===== config.mk =====
export PLATFORM = sky130hd
export DESIGN_NAME = rvc_asap_5pl_i_mem_arb
export DESIGN_NICKNAME = d
export VERILOG_FILES = /design/src/rtl/rvc_asap_pkg.sv /design/src/rtl/rvc_asap_5pl_i_mem_arb.sv
export SDC_FILE = /design/constraint.sdc
export NUM_CORES = 1
export LEC_CHECK = 0
export CORE_AREA = 10 10 107 90
export CTS_CLUSTER_SIZE = 12
export DETAILED_ROUTE_END_ITERATION = 8
export DIE_AREA = 0 0 117 100
export HOLD_SLACK_MARGIN = 0.12
export PLACE_DENSITY = 0.85
export SLEW_MARGIN = 15
export SYNTH_ARGS = -nofsm -noshare
export SYNTH_HDL_FRONTEND = slang
export SYNTH_SLANG_ARGS = --single-unit

===== constraint.sdc =====
create_clock -name clock -period 4.99 [get_ports clock]
set_input_delay 0.998 -clock clock [delete_from_list [all_inputs] [get_ports clock]]
set_output_delay 0.998 -clock clock [all_outputs]
set_load 0.02 [all_outputs]

===== src/rtl/rvc_asap_pkg.sv =====
// Shared types and constants for the rvc_asap core: instruction-memory arbiter
// state/owner encodings, I_MEM bounds and the loader address check.
package rvc_asap_pkg;

    localparam logic [31:0] I_MEM_MSB       = 32'h0000_0FFF;
    localparam int          I_ARB_MAX_BURST = 8;

    typedef enum logic [1:0] {
        ST_RUN     = 2'd0,
        ST_LD_SLOT = 2'd1,
        ST_HALT    = 2'd2
    } t_i_arb_state;

    typedef enum logic [1:0] {
        OWN_NONE  = 2'd0,
        OWN_FETCH = 2'd1,
        OWN_LD    = 2'd2
    } t_i_owner;

    // A loader word access must be aligned and its last byte must lie inside I_MEM.
    function automatic logic i_arb_addr_bad(input logic [31:0] addr, input logic [31:0] msb);
        return (addr[1:0] != 2'b00) || (addr > (msb - 32'd3));
    endfunction

endpackage


===== src/rtl/rvc_asap_5pl_i_mem_arb.sv =====
// Instruction-memory port arbiter: fetch has priority, the loader gets a forced
// slot after a fetch burst, and halt mode hands the whole port to the loader.
module rvc_asap_5pl_i_mem_arb
    import rvc_asap_pkg::*;
#(
    parameter int          MAX_FETCH_BURST = I_ARB_MAX_BURST,
    parameter logic [31:0] MEM_MSB         = I_MEM_MSB
) (
    input  logic        clock,
    input  logic        rst_n,
    input  logic        fetch_req,
    input  logic [31:0] fetch_addr,
    output logic        fetch_gnt,
    output logic        fetch_rsp_valid,
    output logic [31:0] fetch_rsp_data,
    input  logic        ld_req,
    input  logic        ld_we,
    input  logic [31:0] ld_addr,
    input  logic [31:0] ld_wdata,
    input  logic [3:0]  ld_be,
    output logic        ld_gnt,
    output logic        ld_rsp_valid,
    output logic [31:0] ld_rsp_data,
    output logic        ld_err,
    input  logic        halt_req,
    output logic        halt_ack,
    output logic [31:0] mem_addr,
    output logic        mem_we,
    output logic [31:0] mem_wdata,
    output logic [3:0]  mem_be,
    input  logic [31:0] mem_q
);

    localparam logic [7:0] BURST_MAX = 8'(MAX_FETCH_BURST);

    t_i_arb_state state_r;
    t_i_arb_state state_nxt_s;
    t_i_owner     owner_r;
    t_i_owner     owner_nxt_s;
    logic [7:0]   burst_cnt_r;
    logic [7:0]   burst_cnt_nxt_s;
    logic         ld_err_r;
    logic         halt_ack_r;
    logic         fetch_gnt_s;
    logic         ld_gnt_s;
    logic         forced_s;
    logic         ld_bad_s;
    logic         ld_fwd_s;

    // Grant decision and next state.
    always_comb begin
        fetch_gnt_s = 1'b0;
        ld_gnt_s    = 1'b0;
        state_nxt_s = state_r;
        forced_s    = (burst_cnt_r == BURST_MAX) && ld_req;
        case (state_r)
            ST_RUN: begin
                if (forced_s || !fetch_req) begin
                    ld_gnt_s = ld_req;
                end else begin
                    fetch_gnt_s = 1'b1;
                end
                // The grant that brings the burst to its limit schedules the loader slot.
                if (halt_req) begin
                    state_nxt_s = ST_HALT;
                end else if (fetch_gnt_s && ld_req && (burst_cnt_r == (BURST_MAX - 8'd1))) begin
                    state_nxt_s = ST_LD_SLOT;
                end else begin
                    state_nxt_s = ST_RUN;
                end
            end
            ST_LD_SLOT: begin
                ld_gnt_s    = ld_req;
                state_nxt_s = halt_req ? ST_HALT : ST_RUN;
            end
            ST_HALT: begin
                ld_gnt_s    = ld_req;
                state_nxt_s = halt_req ? ST_HALT : ST_RUN;
            end
            default: begin
                state_nxt_s = ST_RUN;
            end
        endcase
    end

    // Fetch burst counter: only counts while the loader is waiting.
    always_comb begin
        burst_cnt_nxt_s = burst_cnt_r;
        if (ld_gnt_s || !ld_req) begin
            burst_cnt_nxt_s = 8'd0;
        end else if (fetch_gnt_s && (burst_cnt_r != BURST_MAX)) begin
            burst_cnt_nxt_s = burst_cnt_r + 8'd1;
        end else begin
            burst_cnt_nxt_s = burst_cnt_r;
        end
    end

    // Memory port mux and read-owner tagging; rejected loader accesses never reach I_MEM.
    always_comb begin
        ld_bad_s    = i_arb_addr_bad(ld_addr, MEM_MSB);
        ld_fwd_s    = ld_gnt_s && !ld_bad_s;
        mem_addr    = fetch_addr;
        mem_we      = 1'b0;
        mem_wdata   = 32'h0000_0000;
        mem_be      = 4'h0;
        owner_nxt_s = OWN_NONE;
        if (ld_fwd_s) begin
            mem_addr    = ld_addr;
            mem_we      = ld_we;
            mem_wdata   = ld_wdata;
            mem_be      = ld_we ? ld_be : 4'hF;
            owner_nxt_s = ld_we ? OWN_NONE : OWN_LD;
        end else if (fetch_gnt_s) begin
            mem_be      = 4'hF;
            owner_nxt_s = OWN_FETCH;
        end else begin
            mem_be      = 4'h0;
            owner_nxt_s = OWN_NONE;
        end
    end

    // Arbiter state; clearing owner on reset drops any read in flight.
    always_ff @(posedge clock or negedge rst_n) begin
        if (!rst_n) begin
            state_r     <= ST_RUN;
            owner_r     <= OWN_NONE;
            burst_cnt_r <= 8'd0;
            ld_err_r    <= 1'b0;
            halt_ack_r  <= 1'b0;
        end else begin
            state_r     <= state_nxt_s;
            owner_r     <= owner_nxt_s;
            burst_cnt_r <= burst_cnt_nxt_s;
            ld_err_r    <= ld_gnt_s && ld_bad_s;
            halt_ack_r  <= (state_r == ST_HALT) && halt_req;
        end
    end

    assign fetch_gnt       = fetch_gnt_s;
    assign ld_gnt          = ld_gnt_s;
    assign fetch_rsp_valid = (owner_r == OWN_FETCH);
    assign ld_rsp_valid    = (owner_r == OWN_LD);
    assign fetch_rsp_data  = mem_q;
    assign ld_rsp_data     = mem_q;
    assign ld_err          = ld_err_r;
    assign halt_ack        = halt_ack_r;

endmodule


* Word-level counts from Yosys, hierarchy flattened *
Index checks and enable logic that the tools add are counted.

storage, ports and cells
  output and inout port bits = 139
  word-level logic and storage cells = 51
  input port bits = 138
  flip-flop bits (word level) = 14

cells by class
  $lt $le $gt $ge = 1
  mux-type cells = 20
  reductions and logical operators = 17
  add/subtract/negate cells = 1
  equal/unequal tests = 7

operators by type and width
  operator                                                                 count
  32-bit 2-to-1 mux                                                        2
  32-bit by 12-bit > comparator with 1-bit output, second input constant   1
  8-bit 2-to-1 mux                                                         2
  4-bit 2-to-1 mux                                                         3
  8-bit by 1-bit adder with 8-bit output, second input constant            1
  8-bit by 3-bit == test with 1-bit output, second input constant          1
  8-bit by 4-bit == test with 1-bit output, second input constant          1
  2-bit 2-to-1 mux                                                         4
  8-bit by 4-bit inequality test with 1-bit output, second input constant  1
  1-bit logical AND                                                        7
  1-bit 2-to-1 mux                                                         7
  2-bit by 1-bit == test with 1-bit output, second input constant          2
  2-bit == test, second input constant                                     2
  2-bit one-hot mux with 2 select lines                                    1
  2-bit nonzero test                                                       2
  1-bit logical NOT                                                        3
  1-bit logical OR                                                         3
  2-bit logical NOT                                                        1
  1-bit one-hot mux with 2 select lines                                    1
  2-bit OR reduction                                                       1

* Logic depth before layout (Yosys ltp) *
Gate-level depths: netlist of run 1.

  depth in word-level cells = 10
  gate-level depth with buffers = 9
  gate-level depth less buffers = 9

* Least setup slack after synthesis of run 1 *
No wires, ideal clock.

  path kind = input port to output port
  from = input port ld_addr[29]
  to = output port mem_addr[10]
  required time = 3.992 ns
  cell stages on the path = 6
  setup slack = 1.373 ns
  path buffers = 2
  data arrival time = 2.619 ns
  cell sequence = or4_4 nor4_4 and3b_1 buf_4 buf_6 mux2_1

on the way
  cells in the longest elaborated chain, start to end = 5

RTL lines
  element                                          line                           source
  from (decl)                                      rvc_asap_5pl_i_mem_arb.sv:18   input logic [31:0] ld_addr,
  32-bit by 12-bit > comparator with 1-bit output  rvc_asap_pkg.sv:22             return (addr[1:0] != 2'b00) || (addr > (msb - 32'd3));
  1-bit logical OR                                 rvc_asap_pkg.sv:22
  1-bit logical NOT                                rvc_asap_5pl_i_mem_arb.sv:101  ld_fwd_s = ld_gnt_s && !ld_bad_s;
  1-bit logical AND                                rvc_asap_5pl_i_mem_arb.sv:101
  32-bit 2-to-1 mux                                rvc_asap_5pl_i_mem_arb.sv:107  if (ld_fwd_s) begin
  to (decl)                                        rvc_asap_5pl_i_mem_arb.sv:27   output logic [31:0] mem_addr,

Every way passes these cells.

* Final worst setup path of run 1 *
  from = input port ld_addr[29]
  to = output port mem_addr[5]

The elaborated chain is that of the path after synthesis.

==> results of run 1 <==
## synth_stat cells, types with 4 or more instances
cell | number | area share [%]
buf_4 | 65 | 27
a31oi_1 | 4 | 1.4
buf_2 | 4 | 1.1
dfrtp_1 | 14 | 19
mux2_1 | 9 | 5.5
nor2b_1 | 26 | 8.9
nor4_1 | 4 | 1.4
ha_1 | 5 | 3.4
inv_1 | 11 | 2.3
and2_1 | 35 | 12
nand4_1 | 5 | 1.7
xnor2_1 | 4 | 1.9
nand2_1 | 5 | 1.0
nor2_1 | 16 | 3.3
## state kept, by name, indices dropped and copies added (netlist names)
name and cells:
burst_cnt_r 8, owner_r 2, state_r 2, halt_ack 1
ld_err 1
## worst max-delay path by stage
stage	slack [ps]	end	depth (start not counted)	startpoint
6_report	280	mem_addr[5]	7	ld_addr[29]
5_1_grt	190	mem_addr[5]	8	ld_addr[23]
4_1_cts	260	mem_addr[5]	7	ld_addr[29]
3_5_place_dp	270	mem_addr[5]	7	ld_addr[29]
3_3_place_gp	350	mem_addr[2]	7	ld_addr[29]
2_1_floorplan	1370	mem_addr[10]	6	ld_addr[29]
## final cells by class
class	instances	area [sq um]	share of cell area, %
Inverter	11	41.3	1.26
Tap cell	93	116	3.55
Timing Repair Buffer	181	1820	55.6
Sequential cell	14	350	10.7
Clock buffer	3	41.3	1.26
Multi-Input combinational cell	132	903	27.6
## critical path: stages
cell	delay [ps]
clkdlybuf4s50_1	400
or4_4	550
nor4_4	270
and3b_2	260
buf_12	250
mux2_1	360
clkdlybuf4s50_1	570
## per-layer routing
| metal | vias to the layer above | wire (um) | track usage (%) | share of wire [%] |
|---|---|---|---|---|
| met2 | 94 | 5230 | 27.6 | 56 |
| met5 | - | 0 | 0 | 0 |
| met4 | 0 | 287 | 5.79 | 3.1 |
| met3 | 31 | 1090 | 7.51 | 12 |
| li1 | 890 | - | - | - |
| met1 | 849 | 2770 | 12.6 | 30 |
## cells by family after synthesis
family | Yosys count
flip-flops | 14
buffers and inverters | 84
multiplexers | 11
AND/OR/NAND/NOR | 100
AO/OA/AOI/OAI | 9
XOR/XNOR | 7
adder cells (fa/ha/maj) | 5
## metrics by stage
| stage | setup slack, ps | power (mW) | cells |
|---|---|---|---|
| floorplan | 1370 | 0.247 | 230 |
| global placement | 348 | 0.300 | 431 |
| detailed placement | 269 | 0.302 | 431 |
| CTS | 263 | 0.395 | 434 |
| global route | 188 | 0.409 | 434 |
| finish | 283 | 0.392 | 434 |
## power breakdown
part / switching, mW / internal [mW]
clock network: 0.0387 / 0.0535
logic: 0.0646 / 0.116
registers: 0.00189 / 0.117
==> results by group, run 1 <==
Status
  – Status: complete, no violations

GRT
  – All-Layer GR Usage: 14.6%
  – Antenna violations before repair: 0
  – First-pass GRT wire length: 12600 um
  – Total grt overflow: 0
  – Largest net degree at the start of global routing: 72
  – Vias in the first global route: 1971

CTS
  – CTS tree: done
  – Hold Buf Count CTS: 0
  – Max Buffers Root-to-Sink: 2
  – Post-CTS sizing: 0
  – Clock Latency Late Sink: 250 ps
  – Max H-tree Level: 1
  – Post-CTS Setup Inserts: 0
  – Number of CTS-inserted buffers: 3
  – Clk pin slew, worst setup/hold paths: 50 ps
  – Clock sinks: 14
  – CTS Root Cell: clkbuf_8

Synth
  – Syn Inst Count: 230
  – Post-Synth Simple-Gate Area: 32.9%
  – Number of library cell types mapped by synthesis: 32
  – Compound-Gate Fraction of Synth Area: 2.95%
  – Adder-cell share of the synthesized area: 3.42%
  – Xor-xnor portion of the synthesized cell area: 3.36%
  – Async set or reset register ratio after synthesis: 100%
  – Synthesized cell area: 0.00183 sq mm
  – Post-synth EDFFs: 0
  – #FFs+latches synth: 14
  – Ys flop type: dfrtp_1
  – Mux contribution to synthesized area: 6.71%
  – Largest family of logic cells by synthesized area: simple AND/OR/NAND/NOR gates
  – Post-synthesis sequential area ratio: 19.2%
  – Syn avg cell area: 7.94 sq um
  – Yosys warning count: 0
  – Syn nets: 373

Timing
  – Setup TNS: 0 ps
  – Fin crit share: 94.3%
  – Final setup violating endpoints: 0
  – Minimum clock period: 4710 ps
  – Hold Fails Final Rpt: 0
  – Maximum clock frequency: 212 MHz
  – Worst Tran Pin Value: 657 ps
  – Final Hold Slack: 564 ps
  – Fin. max-slew vios: 0
  – Clock skew: 1.69 ps
  – Slew headroom: 56.1%
  – Unrepaired setup endpoints after global routing: false

Power
  – Leakage: 1.31 nW
  – Power Dens Cells: 120 mW/mm^2
  – IR Drop Worst-Case VDD: 56.9 uV

Drt
  – Vias per cell: 4.29
  – WL/cell: 21.6 um
  – Drt pass-1 iters: 4
  – Detailed-route via count: 1864
  – DRT iter0 DRCs: 38
  – Antenna Nets Post-Route: 0
  – Residual DRC: 0
  – Final Routed Wirelength: 9380 um

Final layout
  – Final instance area: 0.00327 sq mm
  – Share of cells above drive strength 1: 2.64%
  – Final nets: 486
  – N_diodes: 0
  – Area Overhead vs Synth: 79.2%
  – Fillcell total: 743
  – Most frequent cells in the layout: clkdlybuf4s50_1 (180), and2_1 (35), nor2b_1 (26)
  – Fin util: 43.0%
  – Commonest non-fill, non-tap cell in the layout: clkdlybuf4s50_1

Critical path
  – CP Capture Type: output pin
  – Worst r2r src: burst_cnt_r[7]
  – Crit start category: input port
  – R2R cell count: 6
  – Worst Path Class, Setup: in2out
  – WP data required: 3990 ps
  – Reg2reg setup slack: 3030 ps
  – CP arrival: 3710 ps
  – Reg2reg end: owner_r[1]
  – Largest fanout on the critical path: 71

Floorplan
  – Initial core utilization: 24.0%
  – Die Area: 0.0117 sq mm
  – Die width: 117 um
  – Core footprint: 0.00762 sq mm
  – Chip Height: 100 um
  – IO Pins: 277
  – Row cnt: 29

Worst hold path
  – Hold Crit Endpoint: burst_cnt_r[7]
  – Min-delay src: burst_cnt_r[7]
  – WHS Path Cells: 2
  – Hold crit path type: reg2reg

Placement
  – Routability cong.: 0.838
  – DP HPWL: 8380 um
  – IO buf count: 180
  – Area of placed instances: 0.00323 sq mm

Job
  – Max_cap viols: 0
Note: power is estimated with default switching activity, not from simulation.
==> run 2, diff against run 1 <==
Settings changed: CORE_AREA 10 10 107 90 to 10 10 109 92, DIE_AREA 0 0 117 100 to 0 0 119 102, PLACE_DENSITY 0.85 to 0.82.
Clock period 4.99 ns to 4.5 ns, I/O delays scaled along.
==> run 2 against run 1 <==
  * Critical path depth did not move
  * First-iteration DRC count fell by 34%
  * Total power rose by 11%
  * Core utilization fell by 0.37 points
  * Clock power rose by 13%
  * Via count fell by 1.0%
  * Highest routed layer unchanged
  * Clock skew rose by 1.8 ps
==> results by group, run 2 (synthesized netlist as in run 1, its figures left out) <==
Status
  – Status: complete, no violations

GRT
  – All-Layer GR Usage: 12.6% (-2.1 points)
  – Vias in the first global route: 1964 (-0.36%)
  – Largest net degree at the start of global routing: 48 (-33%)
  – First-pass GRT wire length: 12100 um (-4.0%)
  – Antenna violations before repair: 0 (unchanged)
  – Total grt overflow: 0 (unchanged)

Placement
  – DP HPWL: 7530 um (-10%)
  – IO buf count: 180 (unchanged)
  – Routability cong.: 0.785 (-6.3%)

Drt
  – Wire length on met1: 3230 um (+17%)
  – Top layer in use: met4
  – Final Routed Wirelength: 8400 um (-10%)
  – DRT iter0 DRCs: 25 (-34%)
  – Detailed-route via count: 1845 (-1.0%)
  – Metal2 WL: 4060 um (-22%)
  – Residual DRC: 0 (unchanged)
  – Met3 WL: 885 um (-19%)
  – Vias per cell: 4.09 (-4.8%)
  – Antenna Nets Post-Route: 0 (unchanged)
  – WL/cell: 18.6 um (-14%)
  – Drt pass-1 iters: 4 (unchanged)

Timing
  – Slew headroom: 57.3% (+1.2 points)
  – Fin crit share: 97.4%
  – Worst Tran Pin Value: 639 ps (-17.7 ps)
  – Clock skew: 3.45 ps (+1.76 ps)
  – Fin. max-slew vios: 0 (unchanged)
  – Minimum clock period: 4380 ps
  – Final setup violating endpoints: 0 (unchanged)
  – Maximum clock frequency: 228 MHz
  – Hold Fails Final Rpt: 0 (unchanged)
  – Final Hold Slack: 557 ps (-7.43 ps)
  – Unrepaired setup endpoints after global routing: false
  – Setup TNS: 0 ps (unchanged)

Final layout
  – Leading registers by flop count: burst_cnt_r x8, owner_r x2, state_r x2
  – Most frequent cells in the layout: clkdlybuf4s50_1 (180), and2_1 (35), nor2b_1 (26)
  – N_diodes: 0 (unchanged)
  – FF+latch area: 350 sq um (unchanged)
  – Final nets: 488 (+0.41%)
  – Largest register FFs: 8 (unchanged)
  – Fillcell total: 767 (+3.2%)
  – Area Overhead vs Synth: 81.1%
  – Share of cells above drive strength 1: 3.21% (+0.57 points)
  – Largest Register: burst_cnt_r
  – Commonest non-fill, non-tap cell in the layout: clkdlybuf4s50_1
  – Multi-input gate area: 903 sq um (unchanged)

CTS
  – Max Buffers Root-to-Sink: 2 (unchanged)
  – Number of CTS-inserted buffers: 3 (unchanged)
  – Post-CTS Setup Inserts: 0 (unchanged)
  – Clk pin slew, worst setup/hold paths: 60 ps (about the same)
  – CTS Root Cell: clkbuf_8
  – Clock sinks: 14 (unchanged)
  – CTS tree: done
  – Clock Latency Late Sink: 240 ps (about the same)
  – Post-CTS sizing: 0 (unchanged)
  – Hold Buf Count CTS: 0 (unchanged)
  – Max H-tree Level: 1 (unchanged)

Critical path
  – Crit start category: input port
  – Largest fanout on the critical path: 47 (-34%)
  – Worst Path Class, Setup: in2out
  – CP Capture Type: output pin
  – CP arrival: 3480 ps (-230 ps)
  – WP data required: 3600 ps (-390 ps)

Floorplan
  – Chip Height: 102 um (+2.0%)
  – Core footprint: 0.00776 sq mm (+1.9%)
  – Die Area: 0.0121 sq mm (+3.7%)
  – Initial core utilization: 23.5% (-0.45 points)
  – IO Pins: 277 (unchanged)
  – Row cnt: 29 (unchanged)
  – Die width: 119 um (+1.7%)

Power
  – IR Drop Worst-Case VDD: 68.1 uV (+20%)
  – Power Dens Cells: 131 mW/mm^2 (+9.6%)
  – Leakage: 1.32 nW (+0.84%)

Worst hold path
  – Hold crit path type: reg2reg

Job
  – Max_cap viols: 0 (unchanged)
## run 2: cell types whose count changed in the layout (fill, tap and decap cells not counted)
cell | previous run | this run
buf_4 | 0 | 2
## run 2: area by class of cell
class | count | share of cell area [%]
Timing Repair Buffer | 183 | 55.5
Multi-Input combinational cell | 132 | 27.3
Sequential cell | 14 | 10.6
Tap cell | 108 | 4.08
Clock buffer | 3 | 1.25
Inverter | 11 | 1.25
## run 2: worst max-delay path: stages
cell             delay [ps]
clkdlybuf4s50_1         400
or4_4                   540
nor4_4                  230
and3b_2                 270
buf_12                  220
mux2_1                  340
clkdlybuf4s50_1         550
## run 2: path summary, 6_finish.rpt
check | startpoint | to | slack [ps] | cells after the start
min in group asynchronous | rst_n | owner_r[0] | 1050 | 1
worst min-delay path | burst_cnt_r[7] | burst_cnt_r[7] | 560 | 2
worst max register to register | burst_cnt_r[7] | owner_r[1] | 2520 | 6
worst max-delay path | ld_addr[29] | mem_addr[6] | 120 | 7
max in group asynchronous | rst_n | burst_cnt_r[6] | 3040 | 1
worst min register to register | burst_cnt_r[7] | burst_cnt_r[7] | 560 | 2
## run 2: stage by stage
step	total power, mW	instances	utilization [%]	setup WS, ps	instance area [sq um]
after CTS	0.442	451	42.6	97.4	3310
after global placement	0.331	448	42.1	150	3270
after global routing	0.458	451	42.6	10.0	3310
after floorplan	0.273	230	-	1080	1830
after detailed placement	0.334	448	42.1	104	3270
final	0.434	451	42.6	119	3310
## run 2: where the power goes
group	switching [mW]	total (mW)	leakage [nW]	internal, mW
combinational	0.0696	0.198	1.10	0.128
clock	0.0443	0.104	0.0216	0.0592
sequential	0.00234	0.132	0.190	0.130
## run 2: per-layer routing
metal | up-vias | global-route usage (%)
li1 | 890 | -
met1 | 799 | 14.0
met2 | 128 | 21.1
met3 | 28 | 5.62
met4 | 0 | 4.40
met5 | - | 0
